File: src/rtl/sseg_scan.sv
// Time-multiplexed scan controller for a 6-digit seven-segment display.
// Latency: registered outputs, so a state change is visible one clock after the deciding edge.
// Flow: no backpressure. A load is held in a shadow buffer and copied to the display buffer only at a frame boundary.
//
// Ports:
//   clk, rst_n      clock; asynchronous, active-low reset
//   enable          1 = scan, 0 = display off
//   load            1-cycle strobe; load_digits is captured into the shadow buffer
//   load_digits     digit k = [5k+4:5k]; bit4 = DP, [3:0] = value
//   digit           code to the decoder; 5'h0F = blank
//   digit_pos       position to the decoder; 0..5 active, 7 = none selected
//   frame_start     pulse on the first SHOW cycle of position 0
//   load_ack        pulse when the shadow buffer commits to the active buffer
module sseg_scan #(
    parameter int DWELL_CYCLES = 50000,
    parameter int BLANK_CYCLES = 500
) (
    input  logic        clk,
    input  logic        rst_n,
    input  logic        enable,
    input  logic        load,
    input  logic [29:0] load_digits,
    output logic [4:0]  digit,
    output logic [2:0]  digit_pos,
    output logic        frame_start,
    output logic        load_ack
);

    localparam int CNT_MAX = (DWELL_CYCLES > BLANK_CYCLES) ? DWELL_CYCLES : BLANK_CYCLES;
    localparam int CW      = $clog2(CNT_MAX);
    localparam logic [CW-1:0] DWELL_LAST = CW'(DWELL_CYCLES - 1);
    localparam logic [CW-1:0] BLANK_LAST = CW'(BLANK_CYCLES - 1);
    localparam logic [4:0]    BLANK_CODE = 5'h0F;
    localparam logic [2:0]    POS_NONE   = 3'd7;
    localparam logic [2:0]    POS_LAST   = 3'd5;
    localparam logic [29:0]   ALL_BLANK  = {6{BLANK_CODE}};

    typedef enum logic [1:0] {ST_OFF, ST_SHOW, ST_BLANK} state_t;

    state_t      state, state_nxt;
    logic [2:0]  pos, pos_nxt;
    logic [CW-1:0] cnt, cnt_nxt;
    logic [29:0] active, active_nxt;
    logic [29:0] shadow, shadow_nxt;
    logic        pending, pending_nxt;
    logic        frame_end, commit;
    logic [4:0]  digit_nxt;
    logic [2:0]  digit_pos_nxt;
    logic        frame_start_nxt;

    function automatic logic [4:0] pick(input logic [29:0] buf_v, input logic [2:0] p);
        logic [4:0] r;
        case (p)
            3'd0:    r = buf_v[4:0];
            3'd1:    r = buf_v[9:5];
            3'd2:    r = buf_v[14:10];
            3'd3:    r = buf_v[19:15];
            3'd4:    r = buf_v[24:20];
            3'd5:    r = buf_v[29:25];
            default: r = BLANK_CODE;
        endcase
        return r;
    endfunction

    always_ff @(posedge clk or negedge rst_n) begin
        if (!rst_n) begin
            state       <= ST_OFF;
            pos         <= 3'd0;
            cnt         <= '0;
            active      <= ALL_BLANK;
            shadow      <= ALL_BLANK;
            pending     <= 1'b0;
            digit       <= BLANK_CODE;
            digit_pos   <= POS_NONE;
            frame_start <= 1'b0;
            load_ack    <= 1'b0;
        end else begin
            state       <= state_nxt;
            pos         <= pos_nxt;
            cnt         <= cnt_nxt;
            active      <= active_nxt;
            shadow      <= shadow_nxt;
            pending     <= pending_nxt;
            digit       <= digit_nxt;
            digit_pos   <= digit_pos_nxt;
            frame_start <= frame_start_nxt;
            load_ack    <= commit;
        end
    end

    always_comb begin
        state_nxt   = state;
        pos_nxt     = pos;
        cnt_nxt     = cnt;
        active_nxt  = active;
        shadow_nxt  = shadow;
        pending_nxt = pending;

        case (state)
            ST_OFF: begin
                if (enable) begin
                    state_nxt = ST_SHOW;
                    pos_nxt   = 3'd0;
                    cnt_nxt   = '0;
                end
            end
            ST_SHOW: begin
                if (!enable) begin
                    state_nxt = ST_OFF;
                    pos_nxt   = 3'd0;
                    cnt_nxt   = '0;
                end else if (cnt == DWELL_LAST) begin
                    state_nxt = ST_BLANK;
                    cnt_nxt   = '0;
                end else begin
                    cnt_nxt = cnt + 1'b1;
                end
            end
            ST_BLANK: begin
                if (!enable) begin
                    state_nxt = ST_OFF;
                    pos_nxt   = 3'd0;
                    cnt_nxt   = '0;
                end else if (cnt == BLANK_LAST) begin
                    state_nxt = ST_SHOW;
                    cnt_nxt   = '0;
                    pos_nxt   = (pos == POS_LAST) ? 3'd0 : pos + 3'd1;
                end else begin
                    cnt_nxt = cnt + 1'b1;
                end
            end
            default: begin
                state_nxt = ST_OFF;
                pos_nxt   = 3'd0;
                cnt_nxt   = '0;
            end
        endcase

        // The last blanking cycle of position 5 is the only in-scan point
        // where swapping the buffer cannot tear a frame. While off there
        // is nothing on the display, so any cycle is safe.
        frame_end = (state == ST_BLANK) && (pos == POS_LAST) && (cnt == BLANK_LAST);
        commit    = pending && ((state == ST_OFF) || frame_end);

        if (commit) begin
            // A load arriving on the commit cycle is newer than the shadow,
            // so it goes straight to the display buffer.
            active_nxt  = load ? load_digits : shadow;
            pending_nxt = 1'b0;
        end else if (load) begin
            shadow_nxt  = load_digits;
            pending_nxt = 1'b1;
        end

        // Outputs are derived from the next state so that they can be
        // registered without adding a cycle of lag relative to the FSM.
        if (state_nxt == ST_SHOW) begin
            digit_nxt     = pick(active_nxt, pos_nxt);
            digit_pos_nxt = pos_nxt;
        end else begin
            digit_nxt     = BLANK_CODE;
            digit_pos_nxt = POS_NONE;
        end
        frame_start_nxt = (state_nxt == ST_SHOW) && (pos_nxt == 3'd0) && (state != ST_SHOW);
    end

endmodule

File: config.mk
export PLATFORM = sky130hd
export DESIGN_NAME = sseg_scan
export DESIGN_NICKNAME = d
export VERILOG_FILES = /design/src/rtl/sseg_scan.sv
export SDC_FILE = /design/constraint.sdc
export NUM_CORES = 1
export LEC_CHECK = 0
export BUFFER_PORTS_ARGS = -buffer_cell sky130_fd_sc_hd__clkbuf_2
export CORE_MARGIN = 2
export CORE_UTILIZATION = 64
export CTS_CLUSTER_DIAMETER = 30
export DETAILED_ROUTE_END_ITERATION = 16
export PLACE_DENSITY = 0.93
export SLEW_MARGIN = 10
export SYNTH_ARGS = -nofsm -noshare
export SYNTH_HDL_FRONTEND = slang
export SYNTH_SLANG_ARGS = --single-unit
File: constraint.sdc
create_clock -name clk -period 4.3 [get_ports clk]
set_input_delay 0.645 -clock clk [delete_from_list [all_inputs] [get_ports clk]]
set_output_delay 0.645 -clock clk [all_outputs]
set_load 0.005 [all_outputs]
# After elaboration in Yosys (flattened, before gate mapping)
# Cells that the tools add are included.
# Widths: inputs -> output; s select.
# classes
n_addsub	2
n_eq_ne	13
n_mux	25
reduce_logical	9
# op_table
op	n
$mux 16	5
$mux 30	2
$pmux 16 s3	1
$pmux 5 s6	1
$mux 3	6
$add 16x1->16 const B	1
$eq 16x16->1 const B	1
$eq 16x9->1 const B	1
$mux 2	5
$eq 3x3->1 const B	3
$pmux 3 s3	1
$eq 3x2->1 const B	2
$pmux 2 s3	1
$logic_and 1x1->1	5
$mux 5	1
$eq 2x1->1 const B	2
$add 3x1->3 const B	1
$eq 3x1->1 const B	1
$logic_not 3->1	1
$eq 2x2->1 const B	1
$logic_not 2->1	1
$mux 1	2
$ne 2x1->1 const B	1
$ne 2x2->1 const B	1
other kinds (2)	2
# totals
regBits	92
in_bits	34
output_inout_bits	10
wordCells	59

# Logic depth before layout (Yosys ltp)
# Gate-level depths: netlist (run 1).
# logic_depth
word_depth	8
ltp_mapped	10
mapped_depth_nobuf	9

# Worst setup path before layout (run 1)
# Ideal clock, no wire load.
# synth_timing
path_type	input to register
from	input enable
to	register digit[4]
setup_ps	78
arrival_time_ps	2369
path_slack_ps	1854
path_stages	8
path_cell_list	clkbuf_2 or2b_2 nand2_1 a31o_2 or4b_2 o31ai_2 a32oi_1 a21boi_1
# synth_between
elab_chain_cells	5
# synth_rtl
item	line	source
start: declaration	20	input logic enable,
$mux 3 (on tied branches)	120, 101, 108	
$pmux 3 s3	99	case (state)
$eq 3x3->1, or another cell as far along	53	case (p)
$pmux 5 s6	53	
$mux 5 *	157	if (state_nxt == ST_SHOW) begin
named net digit_nxt[4]	47	logic [4:0] digit_nxt;
end signal: assignment	84	digit <= digit_nxt;
end: declaration	23	output logic [4:0] digit,
# The timed path passes the listed nets; every way through them passes the cells marked *.
# A chain may end at the register's enable or synchronous reset.

# Worst setup path in the final report (run 1)
# layout_timing
from	register cnt[0]
to	register digit[4]
# layout_between
elab_chain_cells	7
# layout_rtl
item	line	source
start: declaration	42	logic [CW-1:0] cnt, cnt_nxt;
start signal: assignment	80	cnt <= cnt_nxt;
$eq 16x9->1	124, 142	
$mux 3 or $logic_and 1x1->1 (tied branches)	124, 142	
$mux 3 or $logic_or 1x1->1 (tied branches)	120, 143	
$pmux 3 s3 or $logic_and 1x1->1 (tied branches)	99, 143	
$eq 3x3->1, or another cell as far along	53	
$pmux 5 s6	53	
$mux 5 *	157	
named net digit_nxt[4]	47	
# Marked as above.

==> flow_metrics.py, run 1 <==
metrics = {
    "routing": {
        "avgViaCountPerCell": 6.01,
        "drc_errors": 0,
        "dr.pass1.iters": 5,
        "wirelength_um": 9390,
        "drt-initial-drc-count": 207,
        "vias": 3341,
        "avgRoutedWirePerCell_um": 16.9,
        "postRouteAntennaNets": 0,
    },
    "die": {
        "io_pins": 44,
        "fp.dieH_um": 89.5,
        "fp.dieArea_mm2": 0.00800,
        "die_w_um": 89.5,
        "core.rowCount": 31,
        "initial_core_util_pct": 65.1,
        "core_area_mm2": 0.00718,
    },
    "placed_design": {
        "post-place-ws_ns": 1.45,
        "place_area_mm2": 0.00494,
        "numPortBuffers": 43,
        "place.detailed.hpwl_um": 6640,
        "gp_congestion": 0.949,
        "dp_cells": 540,
    },
    "synthesis": {
        "ys_seq_area_share_pct": 50.7,
        "ys.flop_type": "dfstp_2",
        "synth-async-reset-ratio_pct": 100,
        "avgSynthCellArea_um2": 11.3,
        "synth-seq-cells": 92,
        "yosysWarnings": 0,
        "syn_inst": 412,
        "synth_fp_nets": 451,
        "synth_area_mm2": 0.00467,
        "synth_edf_count": 0,
        "synth_cell_type_count": 63,
    },
    "sta": {
        "hold_slack_ns": 0.391,
        "fin_worst_skew_ns": 0.0151,
        "period_share_pct": 68.0,
        "drv_slew": 0,
        "worst_pin_slew_ns": 0.846,
        "rsz0062_at_grt": "no",
        "finalHoldViolCount": 0,
        "slew_headroom_pct": 43.5,
        "setup_ws_ns": 1.38,
        "max_freq_ghz": 0.342,
        "min_period_ns": 2.92,
        "setup_viol": 0,
        "finalSetupTns_ns": 0,
    },
    "finish": {
        "nets": 491,
        "area_growth_pct": 10.7,
        "fillers": 475,
        "fin_area_mm2": 0.00517,
        "antenna_cells": 0,
        "post-route-util_pct": 72.1,
        "drive_gt1_share_pct": 39.4,
        "final_cells": 556,
    },
    "clock_tree": {
        "cts_sinks": 92,
        "root_buffer": "clkbuf_8",
        "hold_buffers": 0,
        "clock_latency_ns": 0.36,
        "clk_pin_slew_ns": 0.09,
        "ctsResizeCount": 0,
        "cts_setup_buffers": 0,
        "h-tree-depth": 3,
        "numCtsBuffers": 9,
        "cts_tree": "yes",
        "cts_max_path_buffers": 2,
    },
    "power_and_ir_drop": {
        "p_total_mw": 3.07,
        "ir_drop_mv": 0.227,
        "p_per_area_mw_per_mm2": 593,
        "power_leakage_nw": 2.33,
    },
    "hold_path": {
        "min_path_type": "input pin to asynchronous set/reset pin",
    },
    "worst_setup_path": {
        "max_stage_delay_ns": 0.63,
        "required_ns": 4.54,
        "slowest_stage": "a21oi_2",
        "crit_path_start_kind": "flop",
        "path_cells": "ha_1, nor4b_4, and4_2, o21ai_1, a21oi_2, nor3_1, a222oi_1, a21boi_1",
        "cpLargestDelayFamily": "compound AO/OA/AOI/OAI gates",
        "cp_num_buf_inv": 0,
        "regToRegStartpoint": "cnt[0]$_DFFE_PN0P_",
        "path_class": "flop to flop",
        "cp-startpoint": "cnt[0]$_DFFE_PN0P_",
        "critical_path.max_fanout": 15,
        "cp.arrival_ns": 3.16,
        "end_kind": "flop",
    },
    "global_routing": {
        "grt_pass1_wl_um": 15300,
        "track_usage_pct": 25.3,
        "grt_pass1_vias": 3218,
        "grt_overflow": 0,
        "antenna_found_initial": 0,
        "grt_max_degree": 70,
    },
    "run": {
        "drv_cap": 0,
    },
    "run_status": {
        "status": "complete, no violations",
    },
}
## cells in the mapped netlist (2+ instances only)
master | count | area (um2)
dfstp_2 | 55 | 1450
mux2_2 | 40 | 450
dfrtp_1 | 37 | 926
mux2i_1 | 36 | 360
nor2_1 | 35 | 131
inv_1 | 29 | 109
o21ai_0 | 26 | 130
nand2_1 | 24 | 90.1
a21oi_1 | 21 | 105
a22oi_1 | 5 | 37.5
buf_2 | 5 | 25.0
ha_1 | 5 | 62.6
nand2b_1 | 5 | 31.3
nand3_1 | 5 | 25.0
o31ai_1 | 5 | 37.5
a32oi_1 | 4 | 35.0
and3_1 | 4 | 25.0
clkbuf_1 | 4 | 15.0
o2111ai_1 | 4 | 35.0
a21o_1 | 3 | 22.5
nand4_1 | 3 | 18.8
nor3_1 | 3 | 15.0
and2_2 | 2 | 15.0
and3_2 | 2 | 15.0
and4_1 | 2 | 17.5
and4_2 | 2 | 20.0
buf_1 | 2 | 7.51
buf_4 | 2 | 15.0
clkbuf_2 | 2 | 10.0
clkbuf_8 | 2 | 27.5
nand3b_1 | 2 | 15.0
nor2b_1 | 2 | 12.5
nor3b_1 | 2 | 15.0
nor4_1 | 2 | 12.5
xor2_1 | 2 | 17.5
## cells in the final DEF, fill, tap and decap left out, drive strengths merged, types with 5 or more instances in the layout
master / instances
mux2: 40
nor2: 35
o31ai: 7
dfstp: 55
inv: 30
buf: 6
dfrtp: 37
nand2b: 5
o21ai: 27
nand2: 24
and3: 6
a21oi: 22
a22oi: 5
clkbuf: 52
mux2i: 36
nand3: 5
ha: 5
## where the power goes
part | internal [mW] | total (mW) | switching, mW
registers | 1.34 | 1.46 | 0.117
clock network | 0.348 | 0.656 | 0.307
logic | 0.425 | 0.957 | 0.532
total | 2.11 | 3.07 | 0.956
## cells by family after synthesis
group	after synthesis	share of synthesized area [%]
mux	76	17.3
compound gates	84	12.2
flops	92	50.7
fa+ha+maj	5	1.34
xor+xnor	2	0.375
buf+inv	48	5.03
simple gates	105	13.0
## area by class of cell
cell class              instances  area [um2]  share of cell area [%]
repair buffers                 48         268                    5.18
well taps                      99         124                    2.39
clock buffers                  10         138                    2.66
inverters                      29         109                    2.10
clock inverters                 6        95.1                    1.84
flip-flops and latches         92        2370                    45.8
multi-input cells             272        2070                    40.0
## worst reg2reg max path, delay by kind of cell, from the launching register on
kind	cells	cell delay (ns)
simple gates	3	0.90
compound gates	4	1.26
fa+ha+maj	1	0.24
flops	1	0.41
## path summary, 6_finish.rpt
kind | to | slack (ns) | cells past startpoint
hold / removal | pos[1]$_DFF_PN0_ | 0.39 | 1
setup / recovery | digit[4]$_DFF_PN0_ | 1.38 | 8
hold reg to reg | active[19]$_DFF_PN0_ | 0.49 | 2
max in group asynchronous | active[22]$_DFF_PN1_ | 3.00 | 2
setup reg to reg | digit[4]$_DFF_PN0_ | 1.38 | 8
min in group clk | active[19]$_DFF_PN0_ | 0.49 | 2
## routing by layer
metal	up-vias	routed length, um	share of wire [%]	GRT usage (%)
met5	-	0	0	0
met4	0	191	2.0	11.3
met3	18	431	4.6	4.52
met2	118	4730	50	41.6
met1	1647	4040	43	32.7
li1	1558	-	-	-
## registers in the layout (all words and copies together), names as in the netlist
register	cells
pos	3
load_ack	1
frame_start	1
cnt	16
active	30
pending	1
state	2
shadow	30
digit_pos	3
digit	5
(Power assumes the default switching activity.)
==> run 2: changes to the inputs <==
--- a/config.mk
+++ b/config.mk
@@ -5,12 +5,13 @@
 export SDC_FILE = /design/constraint.sdc
 export NUM_CORES = 1
 export LEC_CHECK = 0
+export ABC_AREA = 1
 export BUFFER_PORTS_ARGS = -buffer_cell sky130_fd_sc_hd__clkbuf_2
 export CORE_MARGIN = 2
-export CORE_UTILIZATION = 64
+export CORE_UTILIZATION = 59
 export CTS_CLUSTER_DIAMETER = 30
 export DETAILED_ROUTE_END_ITERATION = 16
-export PLACE_DENSITY = 0.93
+export PLACE_DENSITY = 0.87
 export SLEW_MARGIN = 10
 export SYNTH_ARGS = -nofsm -noshare
 export SYNTH_HDL_FRONTEND = slang
==> constraint.sdc (replaced) <==
create_clock -name clk -period 3 [get_ports clk]
set_input_delay 0.45 -clock clk [delete_from_list [all_inputs] [get_ports clk]]
set_output_delay 0.45 -clock clk [all_outputs]
set_load 0.005 [all_outputs]
==> run 2 against run 1 <==
Net effect: clock skew is 0.0043 ns lower; global-route usage is 1.1 points higher; sequential power is 42% higher; die area is 9.8% higher; count of clock-buffer cells in the layout is 1 higher; register-to-register slack worse by 0.89 ns; sequential share of layout area is 0.47 points lower; combinational power is 50% higher; sequential cell count stayed put; setup slack worse by 0.89 ns; first-iteration DRC count is 28% higher; routed wire length is 14% higher; critical path type unchanged; largest cell class unchanged.
==> flow_metrics.py, run 2 <==
metrics = {
    "sta": {
        "fin_worst_skew_ns": 0.0108,
        "min_period_ns": 2.52,
        "slew_headroom_pct": 35.5,
        "worst_pin_slew_ns": 0.968,
        "drv_slew": 0,
        "finalHoldViolCount": 0,
        "hold_slack_ns": 0.155,
        "period_share_pct": 83.9,
        "setup_viol": 0,
        "rsz0062_at_grt": "no",
        "max_freq_ghz": 0.397,
        "finalSetupTns_ns": 0,
    },
    "routing": {
        "drc_errors": 0,
        "dr_wl_met2_um": 5350,
        "avgViaCountPerCell": 5.45,
        "top_layer": "met4",
        "drt-initial-drc-count": 265,
        "vias": 4129,
        "met3WireLength_um": 514,
        "wirelength_um": 10700,
        "postRouteAntennaNets": 0,
        "met1_length_um": 4540,
        "avgRoutedWirePerCell_um": 14.1,
        "dr.pass1.iters": 5,
    },
    "synthesis": {
        "synthTopCellsByCount": "226 x nand2_1, 71 x o21ai_0, 66 x inv_1",
        "avgSynthCellArea_um2": 7.74,
        "synth-seq-cells": 92,
        "yosysTopAreaCell": "dfstp_2",
        "synth-async-reset-ratio_pct": 100,
        "syn_inst": 614,
        "synth_fp_nets": 653,
        "ys_seq_area_share_pct": 49.9,
        "yosysWarnings": 0,
        "ys.flop_type": "dfstp_2",
        "synth_cell_type_count": 38,
        "synth_top_area_share_pct": 30.4,
        "yosysMostFrequentCell": "nand2_1",
        "synth_edf_count": 0,
        "synth.area.top_cells": "dfstp_2 30%, dfrtp_1 19%, nand2_1 18%",
        "synth_area_mm2": 0.00475,
    },
    "clock_tree": {
        "h-tree-depth": 3,
        "cts_max_path_buffers": 2,
        "hold_buffers": 0,
        "clk_pin_slew_ns": 0.09,
        "cts_setup_buffers": 0,
        "numCtsBuffers": 9,
        "root_buffer": "clkbuf_8",
        "clock_latency_ns": 0.36,
        "cts_tree": "yes",
        "cts_sinks": 92,
        "ctsResizeCount": 0,
    },
    "die": {
        "core_area_mm2": 0.00777,
        "fp.dieArea_mm2": 0.00878,
        "fp.dieH_um": 93.7,
        "io_pins": 44,
        "initial_core_util_pct": 61.1,
        "core.rowCount": 32,
        "die_w_um": 93.7,
    },
    "global_routing": {
        "grt_max_degree": 70,
        "grt_pass1_wl_um": 18100,
        "grt_pass1_vias": 3986,
        "track_usage_pct": 26.3,
        "antenna_found_initial": 0,
        "grt_overflow": 0,
    },
    "worst_setup_path": {
        "crit_path_start_kind": "flop",
        "r2r_slack_ns": 0.48,
        "critical_path.max_fanout": 31,
        "r2r_end": "digit[4]$_DFF_PN0_",
        "path_class": "flop to flop",
        "reg2regPathDepth": 14,
        "end_kind": "flop",
        "cp.arrival_ns": 2.81,
        "regToRegStartpoint": "state[0]$_DFF_PN0_",
        "required_ns": 3.29,
    },
    "placed_design": {
        "numPortBuffers": 43,
        "place.detailed.hpwl_um": 7580,
        "gp_congestion": 0.916,
    },
    "run": {
        "drv_cap": 0,
    },
    "power_and_ir_drop": {
        "power_leakage_nw": 2.53,
        "p_per_area_mw_per_mm2": 819,
        "ir_drop_mv": 0.494,
    },
    "finish": {
        "fillers": 646,
        "drive_gt1_share_pct": 23.8,
        "reg_top3": "active x30, shadow x30, cnt x16",
        "nets": 690,
        "area_growth_pct": 10.0,
        "layout_commonest_cell": "nand2_1",
        "final_cell_mix": "226 x nand2_1, 71 x o21ai_0, 66 x inv_1, 55 x dfstp_2, 42 x clkbuf_2",
        "antenna_cells": 0,
    },
    "hold_path": {
        "min_path_type": "input pin to asynchronous set/reset pin",
    },
    "run_status": {
        "status": "complete, no violations",
    },
}
run 2: cell count changes in the layout (fill, tap and decap cells not counted), sizes merged, moves of 5 or more:
cell and change:
nand2b -5, mux2i -35, a21oi -5, and3 -6
o31ai -7, nand3 +16, nand2 +215, o21ai +47
nor2 +12, mux2 -40, inv +44
run 2: logic make-up after synthesis:
| logic type | count (synthesis) | share of synthesized area [%] |
|---|---|---|
| AO/OA/AOI/OAI | 102 | 11.6 |
| AND/OR/NAND/NOR | 320 | 29.2 |
| XOR/XNOR | 1 | 0.184 |
| adder cells (fa/ha/maj) | 5 | 1.32 |
| multiplexers | 1 | 0.211 |
| flip-flops | 92 | 49.9 |
| buffers and inverters | 93 | 7.59 |
run 2: how the worst max path moves through the flow:
stage	from	to	slack, ns	cells past startpoint
floorplan	cnt[0]$_DFFE_PN0P_	digit[0]$_DFF_PN1_	1.16	16
global route	state[0]$_DFF_PN0_	digit[4]$_DFF_PN0_	0.19	14
finish	state[0]$_DFF_PN0_	digit[4]$_DFF_PN0_	0.48	14
CTS	state[0]$_DFF_PN0_	digit[0]$_DFF_PN1_	0.51	14
global placement	state[0]$_DFF_PN0_	digit[4]$_DFF_PN0_	0.66	14
detailed placement	state[0]$_DFF_PN0_	digit[4]$_DFF_PN0_	0.55	14
run 2: where the power goes:
part           internal (mW)  total, mW  switching (mW)
clock                  0.327      0.775           0.448
combinational          0.436       1.44            1.01
sequential              1.92       2.07           0.146
total                   2.68       4.28            1.60
run 2: final cells by class:
class | count | area (um2) | area share, %
timing repair buffer | 47 | 260 | 4.98
inverter | 72 | 273 | 5.22
tap | 102 | 128 | 2.44
clock buffer | 11 | 141 | 2.71
multi-input combinational | 429 | 2020 | 38.6
sequential | 92 | 2370 | 45.4
clock inverter | 5 | 35.0 | 0.670
run 2: metal layers:
metal | vias to the layer above | global-route usage (%)
met3 | 26 | 5.62
met4 | 0 | 10.1
met1 | 1972 | 34.4
met2 | 125 | 43.3
met5 | - | 0
li1 | 2006 | -
run 2: metrics by stage:
stage / instance area (um2) / setup WS [ns] / instances / util (%) / power, mW
floorplan: 4750 / 1.16 / 614 / - / 3.08
global placement: 5050 / 0.664 / 742 / 65.0 / 3.41
detailed placement: 5050 / 0.545 / 742 / 65.0 / 3.50
CTS: 5230 / 0.506 / 758 / 67.3 / 4.30
global route: 5230 / 0.186 / 758 / 67.3 / 4.62
finish: 5230 / 0.484 / 758 / 67.3 / 4.28
run 2: critical path, cell delays in order (launching register included):
cell and delay, ns:
dfrtp_1 0.44, inv_1 0.11, ha_1 0.24, inv_1 0.11, nor2_1 0.12, nand3_1 0.08, nand2_1 0.08, nand2_2 0.23
inv_2 0.48, nand2_1 0.09, nand2_1 0.12, nand3_1 0.09, nand2_1 0.08, inv_1 0.04, a21oi_1 0.13
==> run 3: changes to the inputs <==
==> constraint.sdc (replaced) <==
create_clock -name clk -period 2.4 [get_ports clk]
set_input_delay 0.36 -clock clk [delete_from_list [all_inputs] [get_ports clk]]
set_output_delay 0.36 -clock clk [all_outputs]
set_load 0.005 [all_outputs]
==> run 3 against run 2 <==
Net effect: the flow now finishes with violations (negative hold slack); clock skew grew 0.0069 ns; sequential power rose by 25%; via count fell by 1.2%; critical path depth up 3; non-clock buffer count is 4 higher; core utilization grew 1.2 points; routed wire length shrank 4.5%; setup slack worse by 0.28 ns; largest power group unchanged.
==> flow_metrics.py, run 3 (same netlist as run 2, synthesis figures left out) <==
metrics = {
    "finish": {
        "post-route-util_pct": 68.4,
        "nets": 694,
        "layout_commonest_cell": "nand2_1",
        "drive_gt1_share_pct": 24.4,
        "area_growth_pct": 11.9,
        "final_cells": 762,
        "fin_area_mm2": 0.00532,
        "antenna_cells": 0,
        "reg_top3": "active x30, shadow x30, cnt x16",
        "final_cell_mix": "226 x nand2_1, 71 x o21ai_0, 66 x inv_1, 55 x dfstp_2, 42 x clkbuf_2",
    },
    "worst_setup_path": {
        "r2r_end": "digit[3]$_DFF_PN1_",
        "end_kind": "flop",
        "path_cells": "ha_1, inv_2, nor2_1, nand2_1, nor2_2, nand3_2, nand2_2, nand2_1, nand2_2, nand2_4, nand2_2, nand2_2, nor2_2, nand2_1, nand2_1, nor2_1, nand2_1",
        "path_class": "flop to flop",
        "slowest_stage": "dfrtp_1",
        "crit_path_start_kind": "flop",
        "regToRegStartpoint": "cnt[0]$_DFFE_PN0P_",
        "worst_path_most_repeated_cell": "nand2_1",
        "cp_num_buf_inv": 1,
        "max_stage_delay_ns": 0.39,
        "required_ns": 2.70,
        "reg2regPathDepth": 17,
        "cp-startpoint": "cnt[0]$_DFFE_PN0P_",
        "cpLargestDelayFamily": "simple AND/OR/NAND/NOR gates",
        "r2r_slack_ns": 0.20,
        "cp.arrival_ns": 2.50,
        "critical_path.max_fanout": 5,
    },
    "run_status": {
        "status": "finished, violations left",
        "violations": "negative hold slack",
    },
    "clock_tree": {
        "root_buffer": "clkbuf_8",
        "clock_latency_ns": 0.36,
        "cts_sinks": 92,
        "numCtsBuffers": 9,
        "h-tree-depth": 3,
        "clk_pin_slew_ns": 0.09,
        "cts_tree": "yes",
        "cts_setup_buffers": 0,
        "cts_max_path_buffers": 2,
        "ctsResizeCount": 0,
        "hold_buffers": 0,
    },
    "power_and_ir_drop": {
        "switchingPower_mw": 1.98,
        "p_total_mw": 5.49,
        "switching_share_pct": 35.9,
        "power.clock.fraction_pct": 19.5,
        "combPwrFrac_pct": 33.7,
        "intPower_mw": 3.52,
        "ir_drop_mv": 0.547,
        "pwr-share-seq_pct": 46.9,
        "power_leakage_nw": 2.56,
        "p_per_area_mw_per_mm2": 1030,
    },
    "global_routing": {
        "track_usage_pct": 24.8,
        "grt_pass1_vias": 3962,
        "grt_pass1_wl_um": 17500,
        "grt_overflow": 0,
        "grt_max_degree": 63,
        "antenna_found_initial": 0,
    },
    "placed_design": {
        "gp_congestion": 0.958,
        "post-place-ws_ns": 0.222,
        "place_area_mm2": 0.00510,
        "place.detailed.hpwl_um": 7290,
        "numPortBuffers": 43,
        "dp_cells": 746,
    },
    "sta": {
        "rsz0062_at_grt": "no",
        "period_share_pct": 91.6,
        "finalSetupTns_ns": 0,
        "min_period_ns": 2.20,
        "worst_pin_slew_ns": 0.568,
        "drv_slew": 0,
        "slew_headroom_pct": 62.1,
        "setup_viol": 0,
        "finalHoldViolCount": 9,
        "hold_slack_ns": -0.0178,
        "setup_ws_ns": 0.200,
        "max_freq_ghz": 0.455,
        "fin_worst_skew_ns": 0.0177,
    },
    "die": {
        "core_area_mm2": 0.00777,
        "die_w_um": 93.7,
        "fp.dieArea_mm2": 0.00878,
        "core.rowCount": 32,
        "fp.dieH_um": 93.7,
        "io_pins": 44,
        "initial_core_util_pct": 61.1,
    },
    "routing": {
        "avgRoutedWirePerCell_um": 13.4,
        "vias": 4080,
        "top_layer": "met4",
        "postRouteAntennaNets": 0,
        "dr.pass1.iters": 5,
        "met3WireLength_um": 589,
        "dr_wl_met2_um": 4990,
        "met1_length_um": 4400,
        "drt-initial-drc-count": 229,
        "wirelength_um": 10200,
        "drc_errors": 0,
        "avgViaCountPerCell": 5.35,
    },
    "run": {
        "drv_cap": 0,
    },
    "hold_path": {
        "min_path_type": "input pin to asynchronous set/reset pin",
    },
}
run 3: how the worst max path moves through the flow:
stage	endpoint	cells after the start
final	digit[3]$_DFF_PN1_	17
after global routing	digit[4]$_DFF_PN0_	15
after CTS	digit[3]$_DFF_PN1_	15
after detailed placement	digit[2]$_DFF_PN1_	15
after global placement	digit[3]$_DFF_PN1_	15
after floorplan	digit[0]$_DFF_PN1_	16
run 3: worst register-to-register path: cells and delay by family, from the launching register on:
kind	cells	cell delay, ns
adder cells (fa/ha/maj)	1	0.24
AND/OR/NAND/NOR	15	1.49
flip-flops	1	0.39
buffers and inverters	1	0.04
run 3: power groups by stage:
stage | Combinational [mW] | Sequential [mW] | Clock (mW)
after floorplan | 1.29 | 2.56 | 0
after global placement | 1.75 | 2.58 | 0
after detailed placement | 1.82 | 2.60 | 0
after CTS | 1.84 | 2.58 | 1.08
after global routing | 2.12 | 2.63 | 1.13
final | 1.85 | 2.58 | 1.07
run 3: layer usage:
metal | track usage (%) | vias up
met1 | 33.3 | 1914
met5 | 0 | -
met3 | 3.45 | 19
met4 | 9.78 | 0
met2 | 40.9 | 141
li1 | - | 2006
run 3: area by class of cell:
class | instances | area, um2
tap | 102 | 128
multi-input combinational | 429 | 2030
inverter | 72 | 273
fill | 599 | 2450
sequential | 92 | 2370
timing repair buffer | 51 | 315
clock inverter | 5 | 58.8
clock buffer | 11 | 141
